==> src/rtl/video_timing_gen.sv <==
// Programmable raster timing generator: counters, sync/blank decodes, line/frame strobes.
// Optional interlace support (field toggling, odd-field extra line, half-line VSync) via VIDEO_TIMING_INTERLACE_EN.
module video_timing_gen #(
  parameter int H_ACTIVE   = 320,
  parameter int H_FP       = 16,
  parameter int H_SYNC     = 32,
  parameter int H_BP       = 40,
  parameter int V_ACTIVE   = 240,
  parameter int V_FP       = 3,
  parameter int V_SYNC     = 3,
  parameter int V_BP       = 16,
  parameter int HCNT_WIDTH = 10,
  parameter int VCNT_WIDTH = 9,
  parameter logic HS_POL   = 1'b0,
  parameter logic VS_POL   = 1'b0
) (
  input  logic                  clk_sys,
  input  logic                  reset_n,
  input  logic                  ce_pix,
  input  logic                  interlace,
  output logic [HCNT_WIDTH-1:0] hcount,
  output logic [VCNT_WIDTH-1:0] vcount,
  output logic                  HSync,
  output logic                  VSync,
  output logic                  HBlank,
  output logic                  VBlank,
  output logic                  de,
  output logic                  line_start,
  output logic                  frame_start,
  output logic                  field
);

  localparam int H_TOTAL = H_ACTIVE + H_FP + H_SYNC + H_BP;
  localparam int V_TOTAL = V_ACTIVE + V_FP + V_SYNC + V_BP;

  localparam logic [HCNT_WIDTH-1:0] H_LAST   = HCNT_WIDTH'(H_TOTAL - 1);
  localparam logic [HCNT_WIDTH-1:0] HB_START = HCNT_WIDTH'(H_ACTIVE);
  localparam logic [HCNT_WIDTH-1:0] HS_START = HCNT_WIDTH'(H_ACTIVE + H_FP);
  localparam logic [HCNT_WIDTH-1:0] HS_END   = HCNT_WIDTH'(H_ACTIVE + H_FP + H_SYNC);
  localparam logic [VCNT_WIDTH-1:0] VB_START = VCNT_WIDTH'(V_ACTIVE);
  localparam logic [VCNT_WIDTH-1:0] VS_START = VCNT_WIDTH'(V_ACTIVE + V_FP);
  localparam logic [VCNT_WIDTH-1:0] VS_END   = VCNT_WIDTH'(V_ACTIVE + V_FP + V_SYNC);
  localparam logic [VCNT_WIDTH-1:0] V_LAST   = VCNT_WIDTH'(V_TOTAL - 1);
`ifdef VIDEO_TIMING_INTERLACE_EN
  localparam logic [HCNT_WIDTH-1:0] H_HALF   = HCNT_WIDTH'(H_TOTAL / 2);
  localparam logic [VCNT_WIDTH-1:0] V_LAST_ODD = VCNT_WIDTH'(V_TOTAL);
`else
  logic unused_interlace;
  assign unused_interlace = interlace;
`endif

  // Cleared by reset so the first enabled pixel after reset lands on (0,0) with both strobes.
  logic running;

  logic [HCNT_WIDTH-1:0] h_nxt;
  logic [VCNT_WIDTH-1:0] v_nxt;
  logic [VCNT_WIDTH-1:0] v_last;
  logic                  field_nxt;
  logic                  line_wrap;
  logic                  frame_wrap;
  logic                  line_start_nxt;
  logic                  frame_start_nxt;
  logic                  hblank_nxt;
  logic                  vblank_nxt;
  logic                  hsync_act;
  logic                  vsync_act;

  always_comb begin
    v_last = V_LAST;
`ifdef VIDEO_TIMING_INTERLACE_EN
    if (field) v_last = V_LAST_ODD;
`endif
    line_wrap  = (hcount == H_LAST);
    frame_wrap = line_wrap && (vcount == v_last);
    h_nxt      = hcount + HCNT_WIDTH'(1);
    v_nxt      = vcount;
    field_nxt  = field;
    line_start_nxt  = line_wrap;
    frame_start_nxt = frame_wrap;
    if (!running) begin
      h_nxt           = '0;
      v_nxt           = '0;
      field_nxt       = 1'b0;
      line_start_nxt  = 1'b1;
      frame_start_nxt = 1'b1;
    end else if (line_wrap) begin
      h_nxt = '0;
      if (frame_wrap) begin
        v_nxt = '0;
`ifdef VIDEO_TIMING_INTERLACE_EN
        field_nxt = interlace & ~field;
`else
        field_nxt = 1'b0;
`endif
      end else begin
        v_nxt = vcount + VCNT_WIDTH'(1);
      end
    end
  end

  // Decodes look at the next coordinates so flags line up with the registered counters.
  always_comb begin
    hblank_nxt = (h_nxt >= HB_START);
    vblank_nxt = (v_nxt >= VB_START);
    hsync_act  = (h_nxt >= HS_START) && (h_nxt < HS_END);
    vsync_act  = (v_nxt >= VS_START) && (v_nxt < VS_END);
`ifdef VIDEO_TIMING_INTERLACE_EN
    if (field_nxt) begin
      vsync_act = ((v_nxt > VS_START) || ((v_nxt == VS_START) && (h_nxt >= H_HALF))) &&
                  ((v_nxt < VS_END)   || ((v_nxt == VS_END)   && (h_nxt <  H_HALF)));
    end
`endif
  end

  always_ff @(posedge clk_sys) begin
    if (!reset_n) begin
      running     <= 1'b0;
      hcount      <= '0;
      vcount      <= '0;
      HSync       <= ~HS_POL;
      VSync       <= ~VS_POL;
      HBlank      <= 1'b0;
      VBlank      <= 1'b0;
      de          <= 1'b1;
      line_start  <= 1'b0;
      frame_start <= 1'b0;
      field       <= 1'b0;
    end else if (ce_pix) begin
      running     <= 1'b1;
      hcount      <= h_nxt;
      vcount      <= v_nxt;
      HSync       <= hsync_act ? HS_POL : ~HS_POL;
      VSync       <= vsync_act ? VS_POL : ~VS_POL;
      HBlank      <= hblank_nxt;
      VBlank      <= vblank_nxt;
      de          <= ~(hblank_nxt | vblank_nxt);
      line_start  <= line_start_nxt;
      frame_start <= frame_start_nxt;
      field       <= field_nxt;
    end else begin
      line_start  <= 1'b0;
      frame_start <= 1'b0;
    end
  end

endmodule
==> config.mk <==
export PLATFORM = sky130hd
export DESIGN_NAME = video_timing_gen
export DESIGN_NICKNAME = d
export VERILOG_FILES = /design/src/rtl/video_timing_gen.sv
export SDC_FILE = /design/constraint.sdc
export NUM_CORES = 1
export LEC_CHECK = 0
export BUFFER_PORTS_ARGS = -buffer_cell sky130_fd_sc_hd__buf_2
export CORE_AREA = 2 2 83 61
export CTS_CLUSTER_DIAMETER = 60
export CTS_CLUSTER_SIZE = 12
export DETAILED_ROUTE_END_ITERATION = 8
export DIE_AREA = 0 0 85 63
export PLACE_DENSITY = 0.64
export SKIP_CTS_REPAIR_TIMING = 1
export SLEW_MARGIN = 20
export SYNTH_ARGS = -nofsm -noshare
export SYNTH_HDL_FRONTEND = slang
export SYNTH_SLANG_ARGS = --single-unit
==> constraint.sdc <==
create_clock -name clk_sys -period 2.75 [get_ports clk_sys]
set_input_delay 0.55 -clock clk_sys [delete_from_list [all_inputs] [get_ports clk_sys]]
set_output_delay 0.55 -clock clk_sys [all_outputs]
set_load 0.02 [all_outputs]
==> results.yml, run 1 <==
synth:
  yosysWarnings: 0
  avgSynthCellArea_um2: 8.249
  synth_async_sr_flop_share_pct: 0
  synth_ff_type: "dfxtp_1"
  synth_edf_count: 0
  synth_area_leaders: "dfxtp_1 (30%), nand2_1 (5.1%), mux2i_1 (4.5%)"
  synth_top_area_share_pct: 30.34
  ys_ff_latch: 27
  synth.distinct_cells: 53
  syn_inst: 216
  syn_area_um2: 1782
  yosys.area.top_type: "dfxtp_1"
  synth_nets: 223
  ys_seq_area_share_pct: 30.34
worst_setup_path:
  endpoint_kind: "register"
  path_class: "reg2reg"
  crit_fanout: 8
  required_ns: 2.89
  r2r_slack_ns: 0.29
  critPathLaunchType: "register"
  path_delay_family: "simple AND/OR/NAND/NOR gates"
  reg2reg_depth: 7
  worstPathArrival_ns: 2.60
  cp_num_buf_inv: 0
  regToRegEndpoint: "de$_SDFFE_PN1P_"
  max_stage_delay_ns: 0.65
  path_cells: "ha_1, nand3_1, or4_4, xnor2_2, o2111ai_1, nor2_1, o311ai_1"
  r2r_start: "hcount[0]$_SDFFE_PN0P_"
  slowest_stage: "or4_4"
cts:
  root_buffer: "clkbuf_8"
  path_clk_slew_ns: 0.09
  cts.sinks: 27
  clockBufferDepth: 2
  cts_tree: "built"
  clkLatencyLatePin_ns: 0.27
  cts_max_level: 1
  cts_buffers: 3
timing:
  final-max-slew-violation-count: 0
  finalHoldViolations: 0
  skew_ns: 0.004268
  slew-limit-headroom_pct: 58.44
  period_needed_ns: 2.459
  fin_tns_setup_ns: 0
  rsz0062_at_grt: "no"
  fin_crit_sh_pct: 89.41
  setup_viol: 0
  tightestPinTransition_ns: 0.6179
  clock.fmax_mhz: 406.7
route:
  wire_per_inst_um: 15.00
  drc_errors: 0
  drtAntennaViolNets: 0
  routed_wl_um: 4516
  num_vias: 1690
  dr.pass1.iters: 4
  avgViaCountPerCell: 5.615
  drtIter0Drc: 139
power:
  powerDensity_nw_per_um2: 351.8
  peakVddDrop_uv: 360.1
  p_total_mw: 0.7025
  p_leak_nw: 0.8209
die:
  fp.coreArea_um2: 4598
  fp.dieW_um: 85
  io_pins: 31
  dieArea_um2: 5355
  rows: 21
  start_util_pct: 38.75
  die_y_um: 63
run_status:
  status: "finished, final reports clean"
place:
  dpl.hpwl_um: 3416
  place_congestion: 0.8867
  placed_area_um2: 1951
  port_buffers: 28
final_layout:
  drive_above_1_share_pct: 22.54
  final_cell_mix: "buf_2 (28), dfxtp_1 (27), nand2_1 (24), nand3_1 (15)"
  regMostFlops: "hcount"
  final_area_um2: 1997
  n_antenna_cell: 0
  reg.largest.list: "hcount (10), vcount (9)"
  final_nets: 252
  final_common_cell: "buf_2"
  largest_reg_flops: 10
  syn_to_final_growth_pct: 12.08
min_path:
  hold_class: "reg2reg"
  min_to: "de$_SDFFE_PN1P_"
  whs_path_depth: 2
  hp-start: "de$_SDFFE_PN1P_"
grt:
  grt_pass1_wl_um: 8121
  antenna_found_initial: 0
  overflow: 0
  grt_pass1_vias: 1597
  grtUsageTotal_pct: 18.32
  grt_start_max_net_pins: 20
job:
  max_cap_violations: 0
==> final cells by class <==
cell class / instances / area, um^2
multi-input cells: 171 / 1105
flip-flops and latches: 27 / 540.5
inverters: 3 / 11.26
well taps: 57 / 71.32
clock inverters: 1 / 5.005
clock buffers: 3 / 41.29
repair buffers: 39 / 222.7
fillers: 472 / 2601
==> stage by stage <==
| step | instances | setup slack [ns] | hold slack [ns] | utilization, % |
|---|---|---|---|---|
| after floorplan | 216 | 0.4433 | 0.5595 | - |
| after global placement | 297 | 0.3824 | 0.4641 | 42.42 |
| after detailed placement | 297 | 0.3167 | 0.4672 | 42.42 |
| after CTS | 301 | 0.2970 | 0.4937 | 43.43 |
| after global routing | 301 | 0.04603 | 0.5073 | 43.43 |
| final | 301 | 0.2913 | 0.4886 | 43.43 |
==> worst max-delay path by stage <==
stage / start / end / depth (start not counted)
floorplan: hcount[3]$_SDFFE_PN0P_ / VBlank$_SDFFE_PN0P_ / 7
global placement: hcount[0]$_SDFFE_PN0P_ / de$_SDFFE_PN1P_ / 7
detailed placement: hcount[0]$_SDFFE_PN0P_ / de$_SDFFE_PN1P_ / 7
CTS: hcount[0]$_SDFFE_PN0P_ / de$_SDFFE_PN1P_ / 7
global route: hcount[0]$_SDFFE_PN0P_ / de$_SDFFE_PN1P_ / 7
finish: hcount[0]$_SDFFE_PN0P_ / de$_SDFFE_PN1P_ / 7
==> kinds of logic (layout without fill, tap and decap cells) <==
logic type               after synthesis  in the layout  synth area share, %
flip-flops                            27             27                30.34
XOR/XNOR                               4              4                2.388
other                                  1              1               0.2105
AO/OA/AOI/OAI                         55             55                21.56
AND/OR/NAND/NOR                      100            100                31.25
adder cells (fa/ha/maj)                3              3                2.107
buffers and inverters                 18             46                7.654
multiplexers                           8              8                4.495
==> per-layer routing <==
| layer | wire length (um) | part of all wire [%] | GRT usage [%] |
|---|---|---|---|
| met2 | 1788 | 40 | 24.32 |
| met5 | 0 | 0 | 0 |
| met4 | 0 | 0 | 2.778 |
| met3 | 278 | 6.2 | 4.624 |
| met1 | 2448 | 54 | 29.39 |
==> tightest hold or removal path, cell delays in order, from the launching register on <==
cell and delay, ns:
dfxtp_1 0.33, nand2_1 0.06, o311ai_1 0.07
==> power by group <==
part           total, mW  leakage, nW  switching (mW)  internal, mW
clock              0.229       0.0255           0.127         0.102
combinational     0.0701        0.576          0.0457        0.0244
sequential         0.404        0.219         0.00641         0.397
total              0.703        0.821           0.179         0.523
==> synth_stat cells (3+ instances only) <==
cell	count
nor2b_1	10
nor2_1	11
clkbuf_8	4
nor3_1	10
nand2_1	24
xor2_1	3
nor4_1	3
a21boi_0	7
a31oi_1	3
dfxtp_1	27
o21ai_0	8
nand4_1	7
a21oi_1	9
o21a_1	10
o211a_1	4
ha_1	3
mux2i_1	8
and3_1	3
clkbuf_1	5
o31ai_1	3
nand3_1	15
inv_1	3
Note: power is estimated with default switching activity, not from simulation.
==> inputs of run 2 (changes only) <==
--- a/config.mk
+++ b/config.mk
@@ -5,13 +5,12 @@
 export SDC_FILE = /design/constraint.sdc
 export NUM_CORES = 1
 export LEC_CHECK = 0
-export BUFFER_PORTS_ARGS = -buffer_cell sky130_fd_sc_hd__buf_2
 export CORE_AREA = 2 2 83 61
 export CTS_CLUSTER_DIAMETER = 60
 export CTS_CLUSTER_SIZE = 12
 export DETAILED_ROUTE_END_ITERATION = 8
 export DIE_AREA = 0 0 85 63
-export PLACE_DENSITY = 0.64
+export DONT_BUFFER_PORTS = 1
 export SKIP_CTS_REPAIR_TIMING = 1
 export SLEW_MARGIN = 20
 export SYNTH_ARGS = -nofsm -noshare
==> results.yml, run 2 (synthesis results as in run 1) <==
run_status:
  status: "finished, final reports clean"
route:
  routed_wl_um: 4563
  drc_errors: 0
  num_vias: 1633
  avgViaCountPerCell: 5.770
  wire_per_inst_um: 16.12
  drtIter0Drc: 165
  drtAntennaViolNets: 0
  dr.pass1.iters: 4
worst_setup_path:
  regToRegEndpoint: "VSync$_SDFFE_PN1P_"
  crit_fanout: 8
  max_stage_delay_ns: 0.53
  critPathLaunchType: "register"
  worstPathArrival_ns: 2.60
  path_class: "reg2reg"
  cp_num_buf_inv: 0
  r2r_slack_ns: 0.37
  r2r_start: "vcount[0]$_SDFFE_PN0P_"
  reg2reg_depth: 7
  path_cells: "ha_1, nor4bb_1, a211oi_1, a21oi_1, mux2i_1, a311o_1, o21ai_1"
  path_delay_family: "compound AO/OA/AOI/OAI gates"
  endpoint_kind: "register"
  slowest_stage: "dfxtp_1"
  required_ns: 2.97
grt:
  grt_pass1_vias: 1435
  grt_start_max_net_pins: 30
  grt_pass1_wl_um: 7672
  antenna_found_initial: 0
  overflow: 0
  grtUsageTotal_pct: 17.86
min_path:
  hold_class: "in2reg"
  hp-start: "reset_n"
  min_to: "de$_SDFFE_PN1P_"
  whs_path_depth: 1
final_layout:
  layoutNonFillerInstCount: 283
  final_cell_mix: "dfxtp_1 (27), nand2_1 (24), buf_4 (21), nand3_1 (15), nor2_1 (11)"
  final_nets: 234
  reg.largest.list: "hcount (10), vcount (9)"
  syn_to_final_growth_pct: 8.427
  final_area_um2: 1932
  final_common_cell: "dfxtp_1"
  drive_above_1_share_pct: 16.37
  n_antenna_cell: 0
  largest_reg_flops: 10
  postLayoutCoreUtil_pct: 42.01
  regMostFlops: "hcount"
cts:
  path_clk_slew_ns: 0.10
  cts_buffers: 3
  root_buffer: "clkbuf_8"
  clockBufferDepth: 2
  cts.sinks: 27
  cts_max_level: 1
  clkLatencyLatePin_ns: 0.28
  cts_tree: "built"
timing:
  fin_crit_sh_pct: 86.72
  period_needed_ns: 2.385
  skew_ns: 0.003216
  tightestPinTransition_ns: 0.6533
  final-max-slew-violation-count: 0
  clock.fmax_mhz: 419.3
  setup_viol: 0
  rsz0062_at_grt: "no"
  setup_ws_ns: 0.3652
  holdWs_ns: 0.3439
  finalHoldViolations: 0
  slew-limit-headroom_pct: 55.86
  fin_tns_setup_ns: 0
die:
  fp.dieW_um: 85
  dieArea_um2: 5355
  io_pins: 31
  start_util_pct: 38.75
  fp.coreArea_um2: 4598
  rows: 21
  die_y_um: 63
power:
  p_total_mw: 0.6891
  powerDensity_nw_per_um2: 356.7
  peakVddDrop_uv: 210.9
  p_leak_nw: 0.7343
place:
  place_congestion: 0.8234
  post-place-ws_ns: 0.3912
  dpl.hpwl_um: 3424
  port_buffers: 0
  placed_area_um2: 1886
  placed_cells_incl_taps: 279
job:
  max_cap_violations: 0
run 2: layout make-up:
class,count,area (um^2)
Tap cell,57,71.32
Sequential cell,27,540.5
Fill cell,473,2666
Inverter,3,11.26
Clock inverter,1,5.005
Clock buffer,3,41.29
Timing Repair Buffer,21,157.7
Multi-Input combinational cell,171,1105
run 2: worst max-delay path by stage:
stage                                       from                  end  slack, ns  cells past startpoint
after floorplan           hcount[3]$_SDFFE_PN0P_  VBlank$_SDFFE_PN0P_       0.44                      7
after global placement    hcount[8]$_SDFFE_PN0P_      de$_SDFFE_PN1P_       0.43                      6
after detailed placement  hcount[8]$_SDFFE_PN0P_      de$_SDFFE_PN1P_       0.39                      6
after CTS                 hcount[8]$_SDFFE_PN0P_      de$_SDFFE_PN1P_       0.38                      6
after global routing      hcount[0]$_SDFFE_PN0P_      de$_SDFFE_PN1P_       0.15                      7
final                     vcount[0]$_SDFFE_PN0P_   VSync$_SDFFE_PN1P_       0.37                      7
run 2: report_power, final:
group          switching (mW)  internal (mW)
sequential             0.0118          0.397
clock                   0.133          0.102
combinational          0.0256         0.0195
run 2: metal layers:
metal  share of wire (%)  GRT usage [%]  vias to the layer above
met3                 8.6          4.756                        2
met1                  53          30.14                      766
met2                  38          22.17                       57
met4                0.26          1.984                        0
met5                   0              0                        -
li1                    -              -                      808
==> inputs of run 3 (changes only) <==
--- a/config.mk
+++ b/config.mk
@@ -11,6 +11,7 @@
 export DETAILED_ROUTE_END_ITERATION = 8
 export DIE_AREA = 0 0 85 63
 export DONT_BUFFER_PORTS = 1
+export PLACE_DENSITY = 0.59
 export SKIP_CTS_REPAIR_TIMING = 1
 export SLEW_MARGIN = 20
 export SYNTH_ARGS = -nofsm -noshare
==> results.yml, run 3 (synthesis results as in run 1) <==
worst_setup_path:
  cp_num_buf_inv: 0
  path_cells: "ha_1, nand3_1, or4_4, xnor2_2, o2111ai_1, nor4_2, o21ai_1"
  path_delay_family: "simple AND/OR/NAND/NOR gates"
  max_stage_delay_ns: 0.64
  regToRegEndpoint: "VSync$_SDFFE_PN1P_"
  r2r_start: "hcount[0]$_SDFFE_PN0P_"
  path_class: "reg2reg"
  path_depth: 7
  crit_start: "hcount[0]$_SDFFE_PN0P_"
  crit_end: "VSync$_SDFFE_PN1P_"
  endpoint_kind: "register"
  worstPathArrival_ns: 2.53
  required_ns: 2.92
  reg2reg_depth: 7
  slowest_stage: "or4_4"
  r2r_slack_ns: 0.38
  crit_fanout: 8
  critPathLaunchType: "register"
cts:
  path_clk_slew_ns: 0.10
  cts_tree: "built"
  root_buffer: "clkbuf_8"
  cts.sinks: 27
  cts_buffers: 3
  cts_max_level: 1
  clockBufferDepth: 2
  clkLatencyLatePin_ns: 0.27
timing:
  clock.fmax_mhz: 422.5
  period_needed_ns: 2.367
  final-max-slew-violation-count: 0
  finalHoldViolations: 0
  holdWs_ns: 0.3515
  rsz0062_at_grt: "no"
  fin_tns_setup_ns: 0
  skew_ns: 0.003215
  fin_crit_sh_pct: 86.08
  setup_viol: 0
final_layout:
  regArea_um2: 540.5
  multiInputGateArea_um2: 1105
  fillers: 476
  reg.largest.list: "hcount (10), vcount (9)"
  final_cell_mix: "dfxtp_1 (27), nand2_1 (24), buf_4 (21), nand3_1 (15), nor2_1 (11)"
  final_area_um2: 1931
  layoutNonFillerInstCount: 283
  drive_above_1_share_pct: 15.93
  regMostFlops: "hcount"
  syn_to_final_growth_pct: 8.357
  largest_reg_flops: 10
  final_nets: 234
  n_antenna_cell: 0
  final_common_cell: "dfxtp_1"
route:
  avgViaCountPerCell: 5.947
  num_vias: 1683
  drc_errors: 0
  routed_wl_um: 4759
  dr.pass1.iters: 4
  drtIter0Drc: 127
  wire_per_inst_um: 16.82
  drtAntennaViolNets: 0
place:
  placed_area_um2: 1886
  placed_cells_incl_taps: 279
  place_congestion: 0.8438
  dpl.hpwl_um: 3537
  port_buffers: 0
die:
  dieArea_um2: 5355
  io_pins: 31
  fp.dieW_um: 85
  rows: 21
  start_util_pct: 38.75
  die_y_um: 63
  fp.coreArea_um2: 4598
min_path:
  hold_class: "in2reg"
  whs_path_depth: 1
power:
  peakVddDrop_uv: 212.2
  p_leak_nw: 0.7341
  powerDensity_nw_per_um2: 356.0
grt:
  grtUsageTotal_pct: 18.46
  overflow: 0
  grt_pass1_vias: 1496
  grt_pass1_wl_um: 7976
  grt_start_max_net_pins: 30
  antenna_found_initial: 0
job:
  max_cap_violations: 0
run_status:
  status: "finished, final reports clean"
[run 3: cell types whose count changed in the layout (fill, tap and decap cells not counted), sizes merged]
cell    delta
clkinv     -1
clkbuf     +1
[run 3: worst reg2reg max path: stages (launching register included)]
cell       delay (ns)
dfxtp_1          0.35
ha_1             0.24
nand3_1          0.29
or4_4            0.65
xnor2_2          0.14
o2111ai_1        0.19
nor4_2           0.32
o21ai_1          0.08
[run 3: power breakdown]
group | internal (mW) | switching [mW] | leakage [nW] | total (mW)
Clock | 0.104 | 0.128 | 0.0228 | 0.232
Combinational | 0.0195 | 0.0277 | 0.492 | 0.0472
Sequential | 0.397 | 0.0110 | 0.219 | 0.408
Total | 0.521 | 0.167 | 0.734 | 0.687
[run 3: per-layer routing]
layer / vias to the layer above / wire [um] / GRT usage, %
li1: 813 / - / -
met1: 806 / 2270 / 27.77
met2: 62 / 1911 / 24.71
met3: 2 / 558 / 7.662
met4: 0 / 19 / 2.579
met5: - / 0 / 0
[run 3: stage by stage]
| step | power [mW] | util (%) | setup WS (ns) |
|---|---|---|---|
| after floorplan | 0.4634 | - | 0.4433 |
| after global placement | 0.4630 | 41.01 | 0.4080 |
| after detailed placement | 0.4639 | 41.01 | 0.3883 |
| after CTS | 0.6938 | 41.99 | 0.3791 |
| after global routing | 0.7227 | 41.99 | 0.2289 |
| final | 0.6873 | 41.99 | 0.3829 |
[run 3: cell type report]
class | instances | share of cell area [%]
Inverter | 3 | 0.5833
Tap cell | 57 | 3.694
Sequential cell | 27 | 28.00
Multi-Input combinational cell | 171 | 57.23
Clock buffer | 4 | 2.333
Timing Repair Buffer | 21 | 8.166
[run 3: how the worst min path moves through the flow]
stage / end / from / slack (ns)
final: de$_SDFFE_PN1P_ / reset_n / 0.35
after global routing: de$_SDFFE_PN1P_ / reset_n / 0.34
after CTS: de$_SDFFE_PN1P_ / reset_n / 0.35
after detailed placement: de$_SDFFE_PN1P_ / de$_SDFFE_PN1P_ / 0.61
after global placement: de$_SDFFE_PN1P_ / de$_SDFFE_PN1P_ / 0.60
after floorplan: running$_SDFFE_PN0P_ / running$_SDFFE_PN0P_ / 0.56
